`src/rtl/hazard_control.sv`:
```
// Hazard detection and forwarding control for a five-stage pipeline.
// A shadow copy of the EX, MEM and WB stages follows the real pipeline
// registers using the same enables and flushes. It drives the forwarding
// selects, and a RUN/STALL FSM drives the PC and IF/ID enables and the flushes.
module hazard_control (
    input  logic        clk,
    input  logic        reset,
    input  logic        id_valid,
    input  logic [4:0]  id_rd,
    input  logic [4:0]  id_rn,
    input  logic [4:0]  id_r2,
    input  logic        id_uses_rn,
    input  logic        id_uses_r2,
    input  logic        id_regwrite,
    input  logic        id_memread,
    input  logic        id_setflag,
    input  logic        id_useflags,
    input  logic        id_cbz,
    input  logic        br_taken_mem,
    output logic        pc_en,
    output logic        ifid_en,
    output logic        ifid_flush,
    output logic        idex_flush,
    output logic        exmem_flush,
    output logic [1:0]  fwd_a,
    output logic [1:0]  fwd_b,
    output logic [31:0] stall_cycles
);

    // Full decode tuple, kept for the instruction in EX.
    typedef struct packed {
        logic       valid;
        logic [4:0] rd;
        logic       regwrite;
        logic       memread;
        logic       setflag;
        logic [4:0] rn;
        logic [4:0] r2;
        logic       uses_rn;
        logic       uses_r2;
    } ex_entry_t;

    // Past EX only the destination is consulted, so MEM and WB carry just that.
    typedef struct packed {
        logic       valid;
        logic [4:0] rd;
        logic       regwrite;
    } dst_entry_t;

    typedef enum logic {RUN = 1'b0, STALL = 1'b1} state_t;

    ex_entry_t  ex_q, ex_d;
    dst_entry_t mem_q, mem_d, wb_q, wb_d;
    state_t     state_q, state_d;
    logic [1:0] cnt_q, cnt_d;
    logic [31:0] stall_cnt_q, stall_cnt_d;

    logic       load_use, flag_haz, cbz_ex, cbz_mem;
    logic [1:0] need, owed;
    logic       stall;

    // A stage entry writes register r only if valid, writing and not XZR.
    function automatic logic writes(input logic v, input logic rw,
                                    input logic [4:0] rd, input logic [4:0] r);
        return v && rw && (rd != 5'd31) && (rd == r);
    endfunction

    // Hazard evaluation for the instruction sitting in ID.
    always_comb begin
        load_use = id_valid && ex_q.memread &&
                   ((id_uses_rn && writes(ex_q.valid, ex_q.regwrite, ex_q.rd, id_rn)) ||
                    (id_uses_r2 && writes(ex_q.valid, ex_q.regwrite, ex_q.rd, id_r2)));
        flag_haz = id_valid && id_useflags && ex_q.valid && ex_q.setflag;
        cbz_ex   = id_valid && id_cbz && writes(ex_q.valid, ex_q.regwrite, ex_q.rd, id_r2);
        cbz_mem  = id_valid && id_cbz && writes(mem_q.valid, mem_q.regwrite, mem_q.rd, id_r2);
        if (cbz_ex)
            need = 2'd2;
        else if (load_use || flag_haz || cbz_mem)
            need = 2'd1;
        else
            need = 2'd0;
        // cnt_q holds the stall cycles still owed from earlier decisions; the larger wins.
        owed  = (state_q == STALL && cnt_q > need) ? cnt_q : need;
        stall = !reset && !br_taken_mem && (owed != 2'd0);
    end

    // FSM next state: a taken branch forces RUN; otherwise track owed stall cycles.
    always_comb begin
        state_d = state_q;
        cnt_d   = cnt_q;
        if (br_taken_mem) begin
            state_d = RUN;
            cnt_d   = 2'd0;
        end else if (owed != 2'd0) begin
            state_d = STALL;
            cnt_d   = owed - 2'd1;
        end else begin
            state_d = RUN;
            cnt_d   = 2'd0;
        end
    end

    // Enables and flushes, combinational so they act in the current cycle.
    always_comb begin
        pc_en       = !stall;
        ifid_en     = !stall;
        ifid_flush  = !reset && br_taken_mem;
        idex_flush  = !reset && (br_taken_mem || stall);
        exmem_flush = !reset && br_taken_mem;
    end

    // Shadow pipeline advance, mirroring the bubbles the flushes create.
    always_comb begin
        ex_d          = '0;
        ex_d.valid    = id_valid;
        ex_d.rd       = id_rd;
        ex_d.regwrite = id_regwrite;
        ex_d.memread  = id_memread;
        ex_d.setflag  = id_setflag;
        ex_d.rn       = id_rn;
        ex_d.r2       = id_r2;
        ex_d.uses_rn  = id_uses_rn;
        ex_d.uses_r2  = id_uses_r2;
        if (idex_flush || !id_valid)
            ex_d = '0;
        mem_d = '{valid: ex_q.valid, rd: ex_q.rd, regwrite: ex_q.regwrite};
        if (exmem_flush)
            mem_d = '0;
        wb_d = mem_q;
    end

    // Saturating stall-cycle counter.
    always_comb begin
        stall_cnt_d = stall_cnt_q;
        if (stall && stall_cnt_q != 32'hFFFF_FFFF)
            stall_cnt_d = stall_cnt_q + 32'd1;
    end

    // State registers; reset clears everything at once, aborting any stall.
    always_ff @(posedge clk or posedge reset) begin
        if (reset) begin
            state_q     <= RUN;
            cnt_q       <= 2'd0;
            ex_q        <= '0;
            mem_q       <= '0;
            wb_q        <= '0;
            stall_cnt_q <= 32'd0;
        end else begin
            state_q     <= state_d;
            cnt_q       <= cnt_d;
            ex_q        <= ex_d;
            mem_q       <= mem_d;
            wb_q        <= wb_d;
            stall_cnt_q <= stall_cnt_d;
        end
    end

    // Forwarding selects for the EX operands; MEM takes priority over WB.
    always_comb begin
        fwd_a = 2'd0;
        fwd_b = 2'd0;
        if (ex_q.valid && ex_q.uses_rn) begin
            if (writes(mem_q.valid, mem_q.regwrite, mem_q.rd, ex_q.rn))
                fwd_a = 2'd2;
            else if (writes(wb_q.valid, wb_q.regwrite, wb_q.rd, ex_q.rn))
                fwd_a = 2'd1;
        end
        if (ex_q.valid && ex_q.uses_r2) begin
            if (writes(mem_q.valid, mem_q.regwrite, mem_q.rd, ex_q.r2))
                fwd_b = 2'd2;
            else if (writes(wb_q.valid, wb_q.regwrite, wb_q.rd, ex_q.r2))
                fwd_b = 2'd1;
        end
    end

    assign stall_cycles = stall_cnt_q;

endmodule

```
`config.mk`:
```
export PLATFORM = sky130hd
export DESIGN_NAME = hazard_control
export DESIGN_NICKNAME = d
export VERILOG_FILES = /design/src/rtl/hazard_control.sv
export SDC_FILE = /design/constraint.sdc
export NUM_CORES = 1
export LEC_CHECK = 0
export ABC_AREA = 1
export CORE_MARGIN = 1.5
export CORE_UTILIZATION = 60
export CTS_BUF_LIST = sky130_fd_sc_hd__clkbuf_8
export DETAILED_ROUTE_END_ITERATION = 6
export GPL_ROUTABILITY_DRIVEN = 0
export PLACE_DENSITY = 0.89
export SLEW_MARGIN = 20
export SYNTH_ARGS = -nofsm -noshare
export SYNTH_HDL_FRONTEND = slang
export SYNTH_SLANG_ARGS = --single-unit
```
`constraint.sdc`:
```
create_clock -name clk -period 4.65 [get_ports clk]
set_input_delay 0.465 -clock clk [delete_from_list [all_inputs] [get_ports clk]]
set_output_delay 0.465 -clock clk [all_outputs]
set_load 0.1 [all_outputs]
```
After elaboration in Yosys (flattened, before gate mapping)
Cells that the tools add are included. Widths: inputs -> output; s select.

Shifts and indexed selects: 0. Add/sub/neg operators: 2. Equal/unequal tests: 11. Divide/modulo/power cells: 0. $mul: 0. Reductions and logical operators: 41. Mux-type cells: 15. Order comparisons: 1. Bitwise operators: 0.

Operators by type and width (number): $eq 5x5->1 (7); $add 32x1->32 const B (1); $ne 32x32->1 const B (1); $logic_and 1x1->1 (31); $mux 21 (1); $mux 2 (8); $ne 5x5->1 const B (3); $mux 7 (1); $logic_or 1x1->1 (5); $mux 1 (5); $logic_not 1->1 (4); $gt 2x2->1 (1); $reduce_bool 2->1 (1); $sub 2x1->2 const B (1).

Memories kept: 0. Output and inout port bits: 41. Register bits after elaboration: 70. Bits in read-only memories: 0. Latch bits: 0. RAM bits: 0.

Logic depth before layout (Yosys ltp)
Gate-level depths: netlist of run 1.

Depth after elaboration: 19. Gate-level depth with buffers: 22.

Worst setup path before layout of run 1
OpenSTA, ideal clock, no wires.

Path kind: input -> output. Start: input port id_r2[1]. End: output port pc_en. Buffers on the path: 2. Stages on the path: 19. Data required time: 4.185 ns. Setup slack: 0.811 ns. Arrival time: 3.374 ns. Path through: inv_1 > nand2_1 > nand2_1 > nand2_1 > nor2_1 > nand4_1 > nand2_1 > nand2_1 > a21boi_0 > ha_1 > nand2_1 > nand2_1 > nor2_1 > inv_1 > o21ai_1 > nand3_2 > buf_2 > nand2_1 > buf_4.

Longest elaborated chain between the ends: 15. Elaborated cells between the ends (all ways): 19.

Ends and longest elaborated chain: from (decl) (RTL line 11) `input logic [4:0] id_r2,`; $eq 5x5->1 (RTL line 65) `return v && rw && (rd != 5'd31) && (rd == r);`; $logic_and 1x1->1 (RTL line 65); $logic_and 1x1->1 (RTL line 72) `(id_uses_r2 && writes(ex_q.valid, ex_q.regwrite, ex_q.rd, id_r2)));`; $logic_or 1x1->1 (RTL line 71) `((id_uses_rn && writes(ex_q.valid, ex_q.regwrite, ex_q.rd, id_rn)) ||`; $logic_and 1x1->1 (RTL line 70) `load_use = id_valid && ex_q.memread &&`; $logic_or 1x1->1 (2 in series) (RTL line 78) `else if (load_use || flag_haz || cbz_mem)`; $mux 1 (RTL line 78); $mux 2 * (RTL line 76) `if (cbz_ex)`; $gt 2x2->1 (RTL line 83) `owed = (state_q == STALL && cnt_q > need) ? cnt_q : need;`; $logic_and 1x1->1 (RTL line 83); $mux 2 * (RTL line 83); $reduce_bool 2->1 * (RTL line 84) `stall = !reset && !br_taken_mem && (owed != 2'd0);`; $logic_and 1x1->1 * (RTL line 84); $logic_not 1->1 *; to (decl) (RTL line 20) `output logic pc_en,`.

Every way passes the cells marked *; elsewhere a longest branch is shown, timed or not.

Final worst setup path of run 1
Start: input port id_r2[3]. End: output port pc_en.

Longest elaborated chain between the ends: 15. Elaborated cells between the ends (all ways): 19.

Ends and longest elaborated chain: $eq 5x5->1 (RTL line 65); $logic_and 1x1->1 (RTL line 65); $logic_and 1x1->1 (RTL line 72); $logic_or 1x1->1 (RTL line 71); $logic_and 1x1->1 (RTL line 70); $logic_or 1x1->1 (2 in series) (RTL line 78); $mux 1 (RTL line 78); $mux 2 * (RTL line 76); $gt 2x2->1 (RTL line 83); $logic_and 1x1->1 (RTL line 83); $mux 2 * (RTL line 83); $reduce_bool 2->1 * (RTL line 84); $logic_and 1x1->1 * (RTL line 84); $logic_not 1->1 * (RTL line 105) `pc_en = !stall;`.

Marked as above.

==> flow_metrics.env, run 1 <==
export IMPL_vias=3870
export IMPL_synthArstFlopShare_pct=100
export IMPL_status="finished clean"
export IMPL_ys_warn_count=0
export IMPL_final_area_um2=4910
export IMPL_post_cts_buffers=0
export IMPL_synth_flop_cell="dfrtp_1"
export IMPL_wirelength_mm=10.1
export IMPL_antenna_found_initial=0
export IMPL_placed_area_um2=4720
export IMPL_dieHeight_um=84.7
export IMPL_synth_top_area_share_pct=43.7
export IMPL_max_freq_ghz=0.244
export IMPL_timing_final_crit_share_pct=88.3
export IMPL_syn2layout_area_growth_pct=22.5
export IMPL_grt_pass1_vias=3671
export IMPL_fin_skew_ns=0.00811
export IMPL_cp_slowest_cell="clkdlybuf4s50_1"
export IMPL_dp_cells=653
export IMPL_n_antenna_cell=0
export IMPL_synthTopCellsByCount="145 x nand2_1, 70 x dfrtp_1, 70 x nor2_1"
export IMPL_synth_avg_cell_area_um2=7.69
export IMPL_final_util_pct=76.8
export IMPL_wire_per_inst_um=15.1
export IMPL_core_um2=6390
export IMPL_synth_compound_area_share_pct=2.31
export IMPL_maxSlewViolCount=0
export IMPL_whs_ns=0.376
export IMPL_hp_class="reg -> reg"
export IMPL_cts_max_level=3
export IMPL_synthCells=521
export IMPL_nNetsFinal=616
export IMPL_synth_top_family_by_area="simple AND/OR/NAND/NOR gates"
export IMPL_fin_tns_setup_ns=0
export IMPL_pwr_density_cell_nw_per_um2=257
export IMPL_min_delay_start="mem_q[6]"
export IMPL_tightest_slew_ns=0.998
export IMPL_slew_headroom_pct=33.2
export IMPL_critical_path_class="in -> out"
export IMPL_cts_tree="built"
export IMPL_crit_path_frequent_cell="nand2_1"
export IMPL_drtIter0Drc=297
export IMPL_ios=67
export IMPL_setup_viol=0
export IMPL_worstPathArrival_ns=3.64
export IMPL_peakVddDrop_mv=0.242
export IMPL_die_w_um=84.7
export IMPL_yosysSeqAreaShare_pct=43.7
export IMPL_muxShareOfSynthArea_pct=0
export IMPL_synth_most_common_cell="nand2_1"
export IMPL_viasPerCell=5.79
export IMPL_maxCapViolCount=0
export IMPL_yosys_top_cells_area="dfrtp_1 44%, nand2_1 14%, nand4_1 7.2%, nor2_1 6.6%, xor2_1 6.1%"
export IMPL_yosys_area_share_simple_pct=33.5
export IMPL_placementRows=29
export IMPL_period_needed_ns=4.11
export IMPL_final_cell_count_no_fill=668
export IMPL_hold_viol_final=0
export IMPL_layout_drive_gt1_share_pct=5.41
export IMPL_synth_fp_nets=550
export IMPL_start_util_pct=62.7
export IMPL_crit_path_end_kind="output port"
export IMPL_drtPass1Iterations=5
export IMPL_synth_xor_area_share_pct=11.2
export IMPL_synthesis_area_um2=4010
export IMPL_clk_latency_ns=0.36
export IMPL_hold_buffers=0
export IMPL_grt_pass1_wl_mm=17.2
export IMPL_io_buffers=66
export IMPL_gr_usage_all_layers_pct=30.4
export IMPL_multi_input_area_um2=1920
export IMPL_rsz0062_at_grt="no"
export IMPL_synth_edf_count=0
export IMPL_antenna_left=0
export IMPL_synth_distinct_cells=29
export IMPL_critPathRequiredTime_ns=4.18
export IMPL_grt_overflow=0
export IMPL_root_buffer="clkbuf_8"
export IMPL_yosys_register_bits=70
export IMPL_reg2reg_slack_ns=1.12
export IMPL_crit_start="id_r2[3]"
export IMPL_clock_path_buffers=2
export IMPL_clock_sinks=70
export IMPL_power_leakage_nw=2.44
export IMPL_cts_resized=0
export IMPL_yosys_area_top_type="dfrtp_1"
export IMPL_grt_max_degree=71
export IMPL_synth_fa_ha_area_share_pct=0.937
export IMPL_path_max_fanout=19
export IMPL_die_area_um2=7170
export IMPL_r2r_start="mem_q[4]"
export IMPL_regArea_um2=1750
export IMPL_n_fill_cell=460
export IMPL_numCtsBuffers=9
export IMPL_dpl_hpwl_mm=7.27
export IMPL_clk_pin_slew_ns=0.07
export IMPL_path_cells="clkdlybuf4s50_1 -> inv_1 -> nand2_1 -> nand2_1 -> nor2_1 -> nand2_1 -> o21a_1 -> a21boi_0 -> ha_1 -> nand2_1 -> nand2_1 -> nor2_1 -> inv_1 -> o21ai_1 -> nand3_2 -> nand2_1 -> buf_12"
export IMPL_drc=0
export IMPL_critical_path_startpoint_type="input port"
export IMPL_slowest_delay_ns=0.53
cells in the final DEF, fill, tap and decap left out:
master	synthesis	routed
nand4_2	1	1
a21boi_0	2	2
clkinvlp_4	0	2
buf_12	0	2
inv_2	0	1
xor2_1	28	28
a21oi_1	3	3
nor4_1	7	7
bufinv_16	0	1
clkinv_4	0	1
clkdlybuf4s50_1	0	63
nor3b_1	1	1
nand3_1	15	15
o21a_1	1	1
and3_1	2	2
nor2_2	1	2
nor3_2	1	1
buf_4	2	6
dfrtp_1	70	70
a31oi_1	2	2
clkinv_2	0	2
o21ai_1	1	1
or2_2	2	2
inv_1	63	62
nor2_1	70	69
nand3_2	2	2
ha_1	3	3
nand4_1	46	46
o21ai_0	6	6
nand2_1	145	145
nor3_1	9	9
clkbuf_8	0	9
o211ai_1	1	1
xnor2_1	23	23
worst max-delay path, delay by kind of cell:
kind / cells / cell delay, ns
compound gates: 3 / 0.70
buf+inv: 4 / 0.90
fa+ha+maj: 1 / 0.26
simple gates: 9 / 1.29
metal layers:
layer / wire length [um] / share of wire [%] / vias to the layer above / GRT usage (%)
met3: 846 / 8.4 / 39 / 6.69
met1: 4200 / 42 / 1832 / 41.4
met5: 0 / 0 / - / 0
li1: - / - / 1795 / -
met4: 295 / 2.9 / 0 / 11.9
met2: 4750 / 47 / 204 / 47.8
flip-flops by register name, indices dropped and copies added (netlist names):
| signal | cells |
|---|---|
| cnt_q | 2 |
| ex_q | 21 |
| stall_cycles | 32 |
| state_q | 1 |
| wb_q | 7 |
| mem_q | 7 |
through the flow:
step	setup slack, ns	power, mW
global route	0.282	1.31
CTS	0.599	1.27
global placement	0.811	0.788
floorplan	0.811	0.740
finish	0.544	1.26
detailed placement	0.612	0.794
where the power goes:
group / leakage, nW / switching [mW] / internal, mW
Sequential: 0.950 / 0.0216 / 0.626
Clock: 0.0911 / 0.235 / 0.243
Combinational: 1.40 / 0.0857 / 0.0502
worst paths after layout:
kind / endpoint / cells after the start
setup / recovery: pc_en / 17
hold reg to reg: wb_q[6] / 0
max in group asynchronous: stall_cycles[14] / 3
min in group asynchronous: stall_cycles[17] / 3
hold / removal: wb_q[6] / 0
setup reg to reg: stall_cycles[11] / 17
cell type report:
cell class                      instances  share of cell area, %
Multi-Input combinational cell        372                   39.1
Tap cell                               77                   1.96
Clock buffer                            9                   2.52
Clock inverter                          6                   1.30
Inverter                               63                   4.82
Timing Repair Buffer                   71                   14.6
Sequential cell                        70                   35.7
cell families (layout without fill, tap and decap cells):
family          Yosys count  in the layout
flops                    70             70
buf+inv                  79            149
simple gates            302            302
fa+ha+maj                 3              3
compound gates           16             16
xor+xnor                 51             51
(Power assumes the default switching activity.)
==> run 2: changes to the inputs <==
--- a/config.mk
+++ b/config.mk
@@ -9,6 +9,7 @@
 export CORE_MARGIN = 1.5
 export CORE_UTILIZATION = 60
 export CTS_BUF_LIST = sky130_fd_sc_hd__clkbuf_8
+export CTS_CLUSTER_DIAMETER = 50
 export DETAILED_ROUTE_END_ITERATION = 6
 export GPL_ROUTABILITY_DRIVEN = 0
 export PLACE_DENSITY = 0.89
==> results of run 2 <==
No change in the layout: final DEF, timing and power equal those of run 1.
==> run 3: changes to the inputs <==
--- a/config.mk
+++ b/config.mk
@@ -7,12 +7,12 @@
 export LEC_CHECK = 0
 export ABC_AREA = 1
 export CORE_MARGIN = 1.5
-export CORE_UTILIZATION = 60
+export CORE_UTILIZATION = 55
 export CTS_BUF_LIST = sky130_fd_sc_hd__clkbuf_8
 export CTS_CLUSTER_DIAMETER = 50
 export DETAILED_ROUTE_END_ITERATION = 6
 export GPL_ROUTABILITY_DRIVEN = 0
-export PLACE_DENSITY = 0.89
+export PLACE_DENSITY = 0.82
 export SLEW_MARGIN = 20
 export SYNTH_ARGS = -nofsm -noshare
 export SYNTH_HDL_FRONTEND = slang
==> run 3 against run 2 <==
Sequential share of layout area decreased by 0.22 points. Global-route usage down 3.1 points. Clock skew shrank 0.0015 ns. Critical path depth stayed put. Largest cell class unchanged. Via count down 4.2%. Critical path type unchanged. Maximum frequency is 1.7% higher.
==> flow_metrics.env, run 3 (synthesis gave the netlist of run 1 again) <==
export IMPL_fin_skew_ns=0.00658
export IMPL_grt_pass1_vias=3454
export IMPL_grt_max_degree=71
export IMPL_mostFrequentLayoutCell="nand2_1"
export IMPL_placementRows=30
export IMPL_reg2reg_slack_ns=1.08
export IMPL_start_util_pct=58.0
export IMPL_maxSlewViolCount=0
export IMPL_power_leakage_nw=2.45
export IMPL_layout_drive_gt1_share_pct=5.08
export IMPL_final_cell_mix="145 x nand2_1, 70 x dfrtp_1, 69 x nor2_1"
export IMPL_root_buffer="clkbuf_8"
export IMPL_io_buffers=66
export IMPL_die_area_um2=7800
export IMPL_worstPathArrival_ns=3.57
export IMPL_nNetsFinal=615
export IMPL_ios=67
export IMPL_setup_viol=0
export IMPL_numCtsBuffers=9
export IMPL_cts_tree="built"
export IMPL_drc=0
export IMPL_wire_per_inst_um=14.4
export IMPL_antenna_found_initial=0
export IMPL_core_um2=6910
export IMPL_timing_final_crit_share_pct=86.9
export IMPL_grt_overflow=0
export IMPL_gr_usage_all_layers_pct=27.2
export IMPL_cts_max_level=3
export IMPL_critical_path_class="in -> out"
export IMPL_dieHeight_um=88.3
export IMPL_antenna_left=0
export IMPL_slew_headroom_pct=34.4
export IMPL_endpoint="ifid_en"
export IMPL_largest_reg_flops=32
export IMPL_hold_buffers=0
export IMPL_cp_slowest_cell="clkdlybuf4s50_1"
export IMPL_pwr_density_cell_nw_per_um2=259
export IMPL_path_max_fanout=20
export IMPL_n_antenna_cell=0
export IMPL_period_needed_ns=4.04
export IMPL_post_cts_buffers=0
export IMPL_crit_path_end_kind="output port"
export IMPL_clock_path_buffers=2
export IMPL_n_fill_cell=554
export IMPL_dpl_hpwl_mm=7.23
export IMPL_critPathRequiredTime_ns=4.18
export IMPL_critical_path_startpoint_type="input port"
export IMPL_peakVddDrop_mv=0.149
export IMPL_slowest_delay_ns=0.52
export IMPL_hold_viol_final=0
export IMPL_die_w_um=88.3
export IMPL_r2r_start="mem_q[4]"
export IMPL_drtPass1Iterations=5
export IMPL_maxCapViolCount=0
export IMPL_status="finished clean"
export IMPL_tightest_slew_ns=0.981
export IMPL_cts_resized=0
export IMPL_wirelength_mm=9.87
export IMPL_max_freq_ghz=0.248
export IMPL_crit_path_frequent_cell="nand2_1"
export IMPL_clock_sinks=70
export IMPL_final_area_um2=4940
export IMPL_rsz0062_at_grt="no"
export IMPL_crit_start="id_r2[0]"
export IMPL_clk_pin_slew_ns=0.07
export IMPL_timing_rr_end="stall_cycles[18]"
export IMPL_path_cells="clkdlybuf4s50_1 -> inv_1 -> nand2_1 -> o211ai_1 -> nor2_1 -> nand2_1 -> o21a_1 -> a21boi_0 -> ha_1 -> nand2_1 -> nand2_1 -> nor2_1 -> inv_1 -> o21ai_1 -> nand3_2 -> nand2_1 -> buf_12"
export IMPL_clk_latency_ns=0.35
export IMPL_drtIter0Drc=271
export IMPL_syn2layout_area_growth_pct=23.3
export IMPL_grt_pass1_wl_mm=16.2
export IMPL_rr_worst_depth=17
export IMPL_viasPerCell=5.39
export IMPL_fin_tns_setup_ns=0
export IMPL_hp_class="reg -> reg"
export IMPL_placed_area_um2=4740
export IMPL_vias=3706
==> run 3: changes by cell type in the layout (fill, tap and decap cells not counted) <==
| cell | previous run | this run |
|---|---|---|
| buf_4 | 6 | 5 |
| clkbuf_8 | 9 | 11 |
| clkinv_2 | 2 | 1 |
| clkinv_4 | 1 | 0 |
| clkinvlp_4 | 2 | 1 |
| inv_1 | 62 | 64 |
==> run 3: report_power, final <==
part           internal (mW)  switching (mW)
logic                 0.0495          0.0838
registers              0.626          0.0210
clock network          0.272           0.226
==> run 3: metrics by stage <==
step / setup slack (ns) / std cells / total power [mW] / utilization [%] / hold WS [ns]
6_report: 0.611 / 687 / 1.28 / 71.5 / 0.375
5_1_grt: 0.268 / 687 / 1.33 / 71.5 / 0.387
4_1_cts: 0.636 / 687 / 1.28 / 71.5 / 0.377
3_5_place_dp: 0.630 / 671 / 0.792 / 68.6 / 0.364
3_3_place_gp: 0.788 / 671 / 0.788 / 68.6 / 0.358
2_1_floorplan: 0.811 / 521 / 0.740 / - / 0.354
==> run 3: layer usage <==
layer / track usage (%) / routed length [um] / vias up / part of all wire (%)
met5: 0 / 0 / - / 0
met4: 9.80 / 73 / 0 / 0.74
met3: 5.04 / 680 / 8 / 6.9
met2: 43.4 / 4740 / 163 / 48
met1: 37.5 / 4370 / 1744 / 44
li1: - / - / 1791 / -
==> run 3: critical path, delay by kind of cell <==
kind,cells,cell delay (ns)
and+or+nand+nor,8,1.23
buffers and inverters,4,0.87
AOI/OAI and AO/OA,4,0.75
adders and majority gates,1,0.26
==> run 3: cell type report <==
type                       count  area [um2]  area share [%]
sequential                    70        1750            35.5
tap                           96         120            2.43
timing repair buffer          70         708            14.3
clock buffer                  11         151            3.07
clock inverter                 5        50.0            1.01
multi-input combinational    372        1920            38.9
inverter                      63         236            4.79
==> run 3: worst min path at each step <==
stage / from / end / slack, ns / cells after the start
after floorplan: mem_q[0] / wb_q[0] / 0.35 / 0
after global placement: mem_q[6] / wb_q[6] / 0.36 / 0
after detailed placement: mem_q[0] / wb_q[0] / 0.36 / 0
after CTS: mem_q[6] / wb_q[6] / 0.38 / 0
after global routing: mem_q[6] / wb_q[6] / 0.39 / 0
final: mem_q[0] / wb_q[0] / 0.37 / 0
